File: src/rtl/obi_bank_arbiter.sv
`default_nettype none
// =============================================================================
// Module   : obi_bank_arbiter
// Brief    : Round-robin sharing of one OBI slave between NMASTER masters;
//            responses are steered back through an in-order grant-index FIFO.
// Revision : 1.0
// =============================================================================

package obi_bank_arbiter_pkg;
   typedef struct packed {
      logic        req;
      logic        we;
      logic [3:0]  be;
      logic [31:0] addr;
      logic [31:0] wdata;
   } obi_req_t;

   typedef struct packed {
      logic        gnt;
      logic        rvalid;
      logic [31:0] rdata;
   } obi_resp_t;
endpackage

module obi_bank_arbiter
   import obi_bank_arbiter_pkg::*;
#(
   parameter int NMASTER         = 3,
   parameter int MAX_OUTSTANDING = 2
) (
   input  logic      clk_i,
   input  logic      rst_ni,
   input  obi_req_t  master_req_i  [NMASTER],
   output obi_resp_t master_resp_o [NMASTER],
   output obi_req_t  slave_req_o,
   input  obi_resp_t slave_resp_i,
   output logic      busy_o,
   output logic      spurious_rvalid_o
);

   localparam int IDX_W   = (NMASTER > 1) ? $clog2(NMASTER) : 1;
   localparam int c_ptr_w = (MAX_OUTSTANDING > 1) ? $clog2(MAX_OUTSTANDING) : 1;
   localparam int c_cnt_w = $clog2(MAX_OUTSTANDING + 1);

   logic [IDX_W-1:0]   r_rr_ptr;
   logic               r_lock;
   logic [IDX_W-1:0]   r_lock_idx;
   logic [IDX_W-1:0]   r_fifo [MAX_OUTSTANDING];
   logic [c_ptr_w-1:0] r_wr_ptr;
   logic [c_ptr_w-1:0] r_rd_ptr;
   logic [c_cnt_w-1:0] r_count;

   logic [NMASTER-1:0] w_req_vec;
   logic [IDX_W-1:0]   w_sel;
   logic               w_found;
   logic               w_full;
   logic               w_empty;
   logic               w_fwd;
   logic               w_push;
   logic               w_pop;

   for (genvar g = 0; g < NMASTER; g++) begin : g_req_vec
      assign w_req_vec[g] = master_req_i[g].req;
   end

   function automatic logic [c_ptr_w-1:0] next_ptr(input logic [c_ptr_w-1:0] p);
      return (p == c_ptr_w'(MAX_OUTSTANDING - 1)) ? '0 : p + 1'b1;
   endfunction

   // Reverse scan so the candidate closest to rr_ptr is written last and wins.
   always_comb begin
      logic [IDX_W:0] cand;
      cand    = '0;
      w_sel   = r_lock_idx;
      w_found = r_lock;
      if (!r_lock) begin
         for (int k = NMASTER - 1; k >= 0; k--) begin
            cand = {1'b0, r_rr_ptr} + (IDX_W+1)'(k);
            if (cand >= (IDX_W+1)'(NMASTER)) begin
               cand = cand - (IDX_W+1)'(NMASTER);
            end
            if (w_req_vec[cand[IDX_W-1:0]]) begin
               w_sel   = cand[IDX_W-1:0];
               w_found = 1'b1;
            end
         end
      end
   end

   assign w_full  = (r_count == c_cnt_w'(MAX_OUTSTANDING));
   assign w_empty = (r_count == '0);
   assign w_fwd   = rst_ni & w_found & w_req_vec[w_sel] & ~w_full;
   assign w_push  = w_fwd & slave_resp_i.gnt;
   assign w_pop   = rst_ni & slave_resp_i.rvalid & ~w_empty;

   always_comb begin
      slave_req_o = w_fwd ? master_req_i[w_sel] : '0;
      for (int i = 0; i < NMASTER; i++) begin
         master_resp_o[i] = '0;
      end
      if (w_fwd) begin
         master_resp_o[w_sel].gnt = slave_resp_i.gnt;
      end
      if (w_pop) begin
         master_resp_o[r_fifo[r_rd_ptr]].rvalid = 1'b1;
         master_resp_o[r_fifo[r_rd_ptr]].rdata  = slave_resp_i.rdata;
      end
   end

   // Outputs are forced low while reset is held, not just after the next edge.
   assign busy_o            = rst_ni & ((r_count != '0) | r_lock | (|w_req_vec));
   assign spurious_rvalid_o = rst_ni & slave_resp_i.rvalid & w_empty;

   always_ff @(posedge clk_i or negedge rst_ni) begin
      if (!rst_ni) begin
         r_rr_ptr   <= '0;
         r_lock     <= 1'b0;
         r_lock_idx <= '0;
         r_wr_ptr   <= '0;
         r_rd_ptr   <= '0;
         r_count    <= '0;
         for (int i = 0; i < MAX_OUTSTANDING; i++) begin
            r_fifo[i] <= '0;
         end
      end else begin
         if (w_fwd) begin
            r_lock     <= ~slave_resp_i.gnt;
            r_lock_idx <= w_sel;
         end
         if (w_push) begin
            r_fifo[r_wr_ptr] <= w_sel;
            r_wr_ptr         <= next_ptr(r_wr_ptr);
            r_rr_ptr         <= (w_sel == IDX_W'(NMASTER - 1)) ? '0 : w_sel + 1'b1;
         end
         if (w_pop) begin
            r_rd_ptr <= next_ptr(r_rd_ptr);
         end
         if (w_push && !w_pop) begin
            r_count <= r_count + 1'b1;
         end else if (!w_push && w_pop) begin
            r_count <= r_count - 1'b1;
         end
      end
   end

endmodule
`default_nettype wire

File: config.mk
export PLATFORM = sky130hd
export DESIGN_NAME = obi_bank_arbiter
export DESIGN_NICKNAME = d
export VERILOG_FILES = /design/src/rtl/obi_bank_arbiter.sv
export SDC_FILE = /design/constraint.sdc
export NUM_CORES = 1
export LEC_CHECK = 0
export ABC_AREA = 1
export BUFFER_PORTS_ARGS = -buffer_cell sky130_fd_sc_hd__buf_2
export CORE_AREA = 8 8 158 160
export CTS_CLUSTER_DIAMETER = 150
export DETAILED_ROUTE_END_ITERATION = 10
export DIE_AREA = 0 0 166 168
export GPL_TIMING_DRIVEN = 1
export PLACE_DENSITY = 0.46
export RECOVER_POWER = 25
export SLEW_MARGIN = 20
export SYNTH_ARGS = -nofsm -noshare
export SYNTH_HDL_FRONTEND = slang
export SYNTH_SLANG_ARGS = --single-unit
File: constraint.sdc
create_clock -name clk_i -period 2.85 [get_ports clk_i]
set_clock_uncertainty 0.1 [all_clocks]
set_input_delay 0.57 -clock clk_i [delete_from_list [all_inputs] [get_ports clk_i]]
set_output_delay 0.57 -clock clk_i [all_outputs]
set_load 0.01 [all_outputs]
Word-level counts from Yosys, hierarchy flattened
Cells that the tools add are included.
- bits in registers: 13
- input bits: 246
- output and inout port bits: 174
- logic and storage cells: 110
- add/sub/neg operators: 10
- order comparisons: 14
- eq/ne operators: 2
- multiplexer cells: 47
- bitwise logic cells: 18
- reduce and logical (&&, ||, !) cells: 11
- operators with widths (cell ; count):
    $mux W70 ; 3
    $bwmux W102 ; 2
    $demux W34 S2 ; 3
    $mux W102 ; 2
    $bmux W70 S2 ; 1
    $and A102 B102 Y102 ; 1
    $mux W2 ; 17
    $mux W34 ; 1
    $mux W33 ; 1
    $mux W32 ; 1
    $lt A2 B3 Y1 const B ; 4
    $mux W1 ; 10
    $and A1 B1 Y1 ; 8
    $bmux W1 S2 ; 4
    $ge A2 B2 Y1 const B ; 3
    $ge A3 B2 Y1 const B ; 2
    $ge A3 B3 Y1 const B ; 2
    $lt A3 B1 Y1 const B ; 2
    $not A2 Y3 ; 2
    $sub A2 B2 Y2 const B ; 3
    $logic_and A1 B1 Y1 ; 5
    $add A2 B1 Y2 const B ; 2
    $bwmux W4 ; 1
    $eq A2 B2 Y1 const B ; 2
    other kinds (13) ; 20

Longest topological paths before layout
Gate-level depths: netlist of the first run.
- word-level depth: 20
- mapped depth: 21
- gate-level depth less buffers: 21

Worst setup path before layout of the first run
No wires, ideal clock.
- kind: register to output
- from: register r_rr_ptr[0]
- to: output port slave_req_o[59] in the netlist's numbering
- arrival: 2.098 ns
- required time: 2.180 ns
- path slack: 0.082 ns
- stages on the path, launching flop included: 20
- path buffers: 2
- cell sequence: dfrtp_1 inv_1 ha_1 inv_2 nand2_1 nand2_1 nand2_1 nand2_1 nand2_1 nand2_1 nand2_1 nand2_4 inv_4 nand2_2 nand2_2 inv_2 nand2_4 buf_6 buf_8 a31oi_4
- RTL lines (item ; RTL line ; source):
    from (decl) ; 45 ; logic [IDX_W-1:0] r_rr_ptr;
    from (signal assigned) ; 133 ; r_rr_ptr <= (w_sel == IDX_W'(NMASTER - 1)) ? '0 : w_sel + 1'b1;
    to (decl) ; 35 ; output obi_req_t slave_req_o,

==> results of run 1 <==
power groups by stage:
stage | Combinational [mW] | Clock, mW | Sequential [mW]
after floorplan | 3.27 | 0 | 0.325
after global placement | 5.70 | 0 | 0.340
after detailed placement | 5.67 | 0 | 0.341
after CTS | 8.40 | 0.274 | 0.345
after global routing | 9.52 | 0.278 | 0.355
final | 8.86 | 0.268 | 0.342
worst register-to-register path: stages, from the launching register on:
cell and delay [ps]:
dfrtp_2 440, ha_4 330, inv_6 50, nand3_1 120, nand2_2 70, nand3_2 80, nand2_2 50, nand2_2 90
nand2_4 70, buf_12 130, nand4_1 100, nand2_2 100, buf_6 120, nor2_4 130, nand2_4 90, buf_6 120
buf_6 110, inv_4 50, ha_4 200, a21oi_2 100, o21ai_1 80, xnor2_1 120
cell type report:
type	count	area, sq um
Antenna cell	2	5.00
Timing Repair Buffer	501	3360
Multi-Input combinational cell	487	2820
Tap cell	285	357
Clock buffer	4	78.8
Sequential cell	13	327
Inverter	65	262
Fill cell	2491	15200
Yosys cell counts:
cell	number	area, sq um
nor2_1	105	394
or2_2	2	12.5
buf_8	1	15.0
nand2_4	3	33.8
nand4_1	6	37.5
inv_1	58	218
nor2_4	2	22.5
a21oi_1	1	5.00
o21ai_0	8	40.0
nand2_2	7	43.8
nand2_1	250	938
buf_2	22	110
o21ai_1	5	25.0
xor2_1	1	8.76
clkbuf_1	10	37.5
inv_2	6	22.5
o21a_1	1	7.51
nand3_1	14	70.1
buf_4	5	37.5
buf_6	1	11.3
nor3_1	3	15.0
a31oi_4	10	213
nor2_2	1	6.26
inv_4	1	6.26
dfrtp_1	13	325
xnor2_1	2	17.5
ha_1	5	62.6
a31oi_1	59	369
nand3_2	2	20.0
logic make-up after synthesis:
group | after synthesis | synth area share, %
flip-flops | 13 | 10.4
XOR/XNOR | 3 | 0.841
AO/OA/AOI/OAI | 84 | 21.1
adder cells (fa/ha/maj) | 5 | 2.00
AND/OR/NAND/NOR | 395 | 51.0
buffers and inverters | 104 | 14.7
stage by stage:
step	worst slack, ps	utilization (%)
floorplan	81.8	-
global placement	-272	26.0
detailed placement	-256	26.0
CTS	-421	30.7
global route	-630	32.2
finish	-462	32.2
metal layers:
metal  GRT usage (%)  up-vias  share of wire, %
met3            5.85       37               8.6
met4            4.27        2               2.8
met1            16.4     2576                35
met5               0        -             0.047
li1                -     2848                 -
met2            33.5      298                53
state kept, by name, summed over array words and instances (netlist names):
name / cells
r_rd_ptr: 1
r_count: 2
r_rr_ptr: 2
r_lock_idx: 2
r_lock: 1
r_fifo: 4
r_wr_ptr: 1
timing repair:
action	4_1_cts	5_1_grt
buffers inserted	18	8
gates resized for setup	136	49
gates cloned	11	4
hold endpoints to repair	0	0
pin swaps	27	8
endpoints found under the setup margin	74	75
path summary, 6_finish.rpt:
kind                                      endpoint  cells after the start                     from
hold reg to reg              r_fifo[2]$_DFFE_PN0P_                      2    r_fifo[2]$_DFFE_PN0P_
setup / recovery                   slave_req_o[37]                     16  r_rr_ptr[1]$_DFFE_PN0P_
setup reg to reg            r_count[1]$_DFFE_PN0P_                     21  r_rr_ptr[1]$_DFFE_PN0P_
max in group asynchronous  r_rr_ptr[1]$_DFFE_PN0P_                      2                   rst_ni
hold / removal               r_fifo[2]$_DFFE_PN0P_                      2    r_fifo[2]$_DFFE_PN0P_
min in group asynchronous   r_count[1]$_DFFE_PN0P_                      2                   rst_ni
==> flow_metrics.py, run 1 <==
metrics = {
    "clocking": {
        "cts_tree": "done",
        "clk_latency_ps": 240,
        "clk_path_buf_depth": 2,
        "htreeDepth": 1,
        "cts_root_buffer": "clkbuf_16",
        "clkTransAtPathRegs_ps": 50,
        "ctsHoldBuffers": 0,
        "cts_made_buffers": 3,
        "cts_sinks": 13,
    },
    "logic_synthesis": {
        "yosys_warnings": 0,
        "ys_seq_area_share_pct": 10.4,
        "ys_ff_latch": 13,
        "synth_nets": 855,
        "synth.distinct_cells": 29,
        "syn_area_sq_mm": 0.00313,
        "avgSynthCellArea_sq_um": 5.17,
        "synth_cells": 604,
    },
    "critical_path": {
        "slowest_stage": "dfrtp_2",
        "endpoint_kind": "primary output",
        "crit_required_ps": 2180,
        "critPathArrivalTime_ps": 2640,
        "cp-start-kind": "register",
        "path_cells": "ha_4 > inv_6 > nand3_1 > nand2_2 > nand3_2 > nand2_2 > nand2_2 > nand2_4 > buf_12 > nand4_1 > nand2_2 > inv_4 > nand2_8 > clkbuf_16 > a31oi_1 > buf_2",
        "ff2ff_setup_slack_ps": -130,
        "cp_max_fo": 9,
        "cp_top_family": "simple AND/OR/NAND/NOR gates",
        "cp_num_buf_inv": 5,
        "crit_top_cell": "nand2_2",
        "criticalPathCategory": "reg -> out",
        "slowest_delay_ps": 440,
    },
    "run_status": {
        "status": "complete, but fails checks",
        "violations": "negative setup slack",
    },
    "routing": {
        "vias": 5761,
        "drt_pass1_iterations": 4,
        "vias_per_cell": 4.25,
        "wl_mm": 25.8,
        "drc": 0,
        "first_iter_violations": 214,
        "drt.antenna.violating_nets": 0,
        "wl_per_cell_microns": 19.0,
    },
    "die": {
        "core-area_sq_mm": 0.0224,
        "io_pins": 420,
        "die_y_microns": 168,
        "die_w_microns": 166,
        "die_area_sq_mm": 0.0279,
        "row_count": 55,
        "start_util_pct": 14.0,
    },
    "final_layout": {
        "drive_gt1_share_pct": 57.8,
        "fin_area_sq_mm": 0.00721,
        "final_nets": 1322,
        "syn_to_final_growth_pct": 131,
        "layout.cells.non_filler": 1357,
        "mostFrequentLayoutCells": "buf_2, nand2_1, nor2_1, inv_1, nand2_2",
        "final_common_cell": "buf_2",
    },
    "timing": {
        "rsz0062_at_grt": "true",
        "setup_violations": 75,
        "fin_crit_sh_pct": 116,
        "hold_violations": 0,
        "hold_slack_ps": 363,
        "fin_ws_ps": -462,
        "max_freq_mhz": 302,
        "finalSetupTns_ps": -29760,
        "worst-slew-pin-transition_ps": 799,
        "max-slew-margin-rel_pct": 46.7,
        "fin_crit_ps": 3310,
        "drv_slew": 0,
    },
    "place": {
        "io_buffers": 419,
        "dp_cells": 1313,
        "gp_congestion": 0.849,
        "dp_hpwl_mm": 20.0,
        "place_area_sq_mm": 0.00581,
    },
    "pwr": {
        "ir_drop_uv": 724,
        "power.total_mw": 9.47,
        "comb_power_share_pct": 93.6,
        "pwr_density_cell_mw_per_mm2": 1310,
        "p_int_mw": 4.62,
        "seqPwrFrac_pct": 3.6,
        "swShare_pct": 51.2,
        "netSwitchingPower_mw": 4.85,
        "cellLeakagePower_nw": 3.97,
        "power.clock.fraction_pct": 2.8,
    },
    "hold_path": {
        "hp-class": "reg -> reg",
    },
    "global_routing": {
        "grt_overflow_total": 0,
        "grt_usage_pct": 16.9,
        "grt_pass1_vias": 6204,
        "grt_pass1_wl_mm": 37.1,
        "grt_max_degree": 35,
        "grt_antenna_before_repair": 3,
    },
    "flow_run": {
        "drv_cap": 0,
    },
}
Note: power is estimated with default switching activity, not from simulation.
==> run 2, diff against run 1 <==
--- a/config.mk
+++ b/config.mk
@@ -7,12 +7,12 @@
 export LEC_CHECK = 0
 export ABC_AREA = 1
 export BUFFER_PORTS_ARGS = -buffer_cell sky130_fd_sc_hd__buf_2
-export CORE_AREA = 8 8 158 160
+export CORE_AREA = 8 8 157 159
 export CTS_CLUSTER_DIAMETER = 150
 export DETAILED_ROUTE_END_ITERATION = 10
-export DIE_AREA = 0 0 166 168
+export DIE_AREA = 0 0 165 167
 export GPL_TIMING_DRIVEN = 1
-export PLACE_DENSITY = 0.46
+export PLACE_DENSITY = 0.45
 export RECOVER_POWER = 25
 export SLEW_MARGIN = 20
 export SYNTH_ARGS = -nofsm -noshare
==> constraint.sdc (replaced) <==
create_clock -name clk_i -period 4.01 [get_ports clk_i]
set_clock_uncertainty 0.1 [all_clocks]
set_input_delay 0.802 -clock clk_i [delete_from_list [all_inputs] [get_ports clk_i]]
set_output_delay 0.802 -clock clk_i [all_outputs]
set_load 0.01 [all_outputs]
==> run 2 against run 1 <==
The run now ends clean; final area down 22%; global-route usage fell by 2.7 points; critical path depth rose by 3; combinational power down 60%; clock-buffer cell count unchanged; clock power down 27%; setup slack gained 720 ps; via count down 6.4%; routed wire length is 16% lower; total power is 58% lower; sequential power is 30% lower; largest power group unchanged.
==> flow_metrics.py, run 2 (same netlist as run 1, synthesis figures left out) <==
metrics = {
    "timing": {
        "worst-slew-pin-transition_ps": 802,
        "rsz0062_at_grt": "false",
        "max-slew-margin-rel_pct": 46.6,
        "setup_violations": 0,
        "finalSetupTns_ps": 0,
        "fin_crit_ps": 3760,
        "max_freq_mhz": 266,
        "fin_crit_sh_pct": 93.7,
        "hold_violations": 0,
        "drv_slew": 0,
    },
    "routing": {
        "drt_pass1_iterations": 5,
        "first_iter_violations": 249,
        "vias": 5393,
        "wl_mm": 21.6,
        "drc": 0,
        "vias_per_cell": 4.18,
        "drt.antenna.violating_nets": 0,
        "wl_per_cell_microns": 16.8,
    },
    "global_routing": {
        "met1_usage_pct": 14.8,
        "grt_antenna_before_repair": 7,
        "grt_pass1_wl_mm": 31.0,
        "met3_usage_pct": 4.68,
        "grt_overflow_total": 0,
        "grt_util_met2_pct": 26.9,
        "grt_pass1_vias": 5383,
        "top_usage_layer": "met2",
        "grt_usage_pct": 14.2,
        "grt_max_degree": 54,
    },
    "final_layout": {
        "utilization_pct": 25.2,
        "multi_input_area_sq_mm": 0.00235,
        "mostFrequentLayoutCells": "buf_2, nand2_1, nor2_1, a31oi_1, inv_1",
        "regMostFlops": "r_fifo",
        "ff_latch_area_sq_um": 325,
        "largest_reg_flops": 4,
        "final_nets": 1256,
        "syn_to_final_growth_pct": 79.3,
        "fillers": 2677,
        "final_common_cell": "buf_2",
        "fin_area_sq_mm": 0.00560,
        "drive_gt1_share_pct": 44.2,
    },
    "clocking": {
        "clkTransAtPathRegs_ps": 50,
        "ctsHoldBuffers": 0,
        "clk_latency_ps": 250,
        "cts_sinks": 13,
        "cts_tree": "done",
        "clk_path_buf_depth": 2,
        "cts_root_buffer": "clkbuf_16",
        "htreeDepth": 1,
        "cts_made_buffers": 3,
    },
    "die": {
        "die_w_microns": 165,
        "die_area_sq_mm": 0.0276,
        "core-area_sq_mm": 0.0222,
        "start_util_pct": 14.1,
        "row_count": 55,
        "die_y_microns": 167,
        "io_pins": 420,
    },
    "run_status": {
        "status": "finished clean",
    },
    "pwr": {
        "pwr_density_cell_mw_per_mm2": 717,
        "power.total_mw": 4.02,
        "ir_drop_uv": 475,
        "cellLeakagePower_nw": 3.31,
    },
    "place": {
        "gp_congestion": 0.897,
        "dp_hpwl_mm": 18.6,
        "place_area_sq_mm": 0.00556,
        "io_buffers": 419,
    },
    "critical_path": {
        "critical_path.endpoint": "slave_req_o[3]",
        "crit_required_ps": 3110,
        "crit_start": "r_rr_ptr[0]$_DFFE_PN0P_",
        "cp_max_fo": 33,
        "endpoint_kind": "primary output",
        "cp-start-kind": "register",
        "reg2reg_depth": 20,
        "reg2reg_to": "r_count[1]$_DFFE_PN0P_",
        "criticalPathCategory": "reg -> out",
        "rr_startpoint": "r_rr_ptr[0]$_DFFE_PN0P_",
        "critPathArrivalTime_ps": 2860,
        "ff2ff_setup_slack_ps": 860,
    },
    "flow_run": {
        "drv_cap": 0,
    },
    "hold_path": {
        "hp-class": "reg -> reg",
    },
}
## run 2: cell count changes in the layout (fill, tap and decap cells not counted), sizes merged
| cell | change |
|---|---|
| buf | -81 |
| clkbuf | +15 |
## run 2: critical path: stages (launching register included)
cell and delay [ps]:
dfrtp_1 380, inv_1 80, ha_1 370, inv_2 130, nand2_1 80, nand2_1 60, nand2_1 40, nand2_1 80
nand2_1 50, nand2_1 50, nand2_1 80, nand2_4 130, inv_4 70, nand2_2 70, nand2_2 50, inv_2 100
nand2_8 180, buf_4 230, a31oi_1 180, buf_2 170
## run 2: area by class of cell
| cell class | instances | area share, % |
|---|---|---|
| diodes | 2 | 0.0893 |
| clock buffers | 4 | 1.41 |
| inverters | 65 | 4.40 |
| multi-input cells | 487 | 41.9 |
| flip-flops and latches | 13 | 5.81 |
| well taps | 285 | 6.36 |
| repair buffers | 435 | 40.1 |
## run 2: repair_timing
| item | CTS | global route |
|---|---|---|
| gates resized for setup | 0 | 1 |
| endpoints found under the setup margin | 0 | 33 |
| setup buffers | 0 | 0 |
## run 2: how the worst min path moves through the flow
stage / depth (start not counted) / slack, ps / start / to
CTS: 2 / 370 / r_fifo[3]$_DFFE_PN0P_ / r_fifo[3]$_DFFE_PN0P_
detailed placement: 2 / 360 / r_fifo[3]$_DFFE_PN0P_ / r_fifo[3]$_DFFE_PN0P_
global route: 2 / 380 / r_fifo[3]$_DFFE_PN0P_ / r_fifo[3]$_DFFE_PN0P_
floorplan: 2 / 330 / r_fifo[0]$_DFFE_PN0P_ / r_fifo[0]$_DFFE_PN0P_
global placement: 2 / 360 / r_fifo[2]$_DFFE_PN0P_ / r_fifo[2]$_DFFE_PN0P_
finish: 2 / 360 / r_fifo[3]$_DFFE_PN0P_ / r_fifo[3]$_DFFE_PN0P_
## run 2: metrics by stage
stage / setup WS, ps / hold WS, ps / instances
global placement: 307 / 357 / 1285
finish: 253 / 364 / 1291
CTS: 97.2 / 373 / 1289
global route: 9.89 / 383 / 1291
floorplan: 1010 / 334 / 604
detailed placement: 317 / 361 / 1285
## run 2: layer usage
| layer | wire length, microns | up-vias |
|---|---|---|
| met1 | 7830 | 2358 |
| met4 | 377 | 6 |
| met2 | 11000 | 295 |
| met3 | 2380 | 30 |
| met5 | 35 | - |
| li1 | - | 2704 |
## run 2: report_power, final
group / leakage (nW) / internal (mW) / switching, mW
Sequential: 0.162 / 0.194 / 0.0471
Combinational: 3.11 / 1.21 / 2.37
Clock: 0.0382 / 0.135 / 0.0601
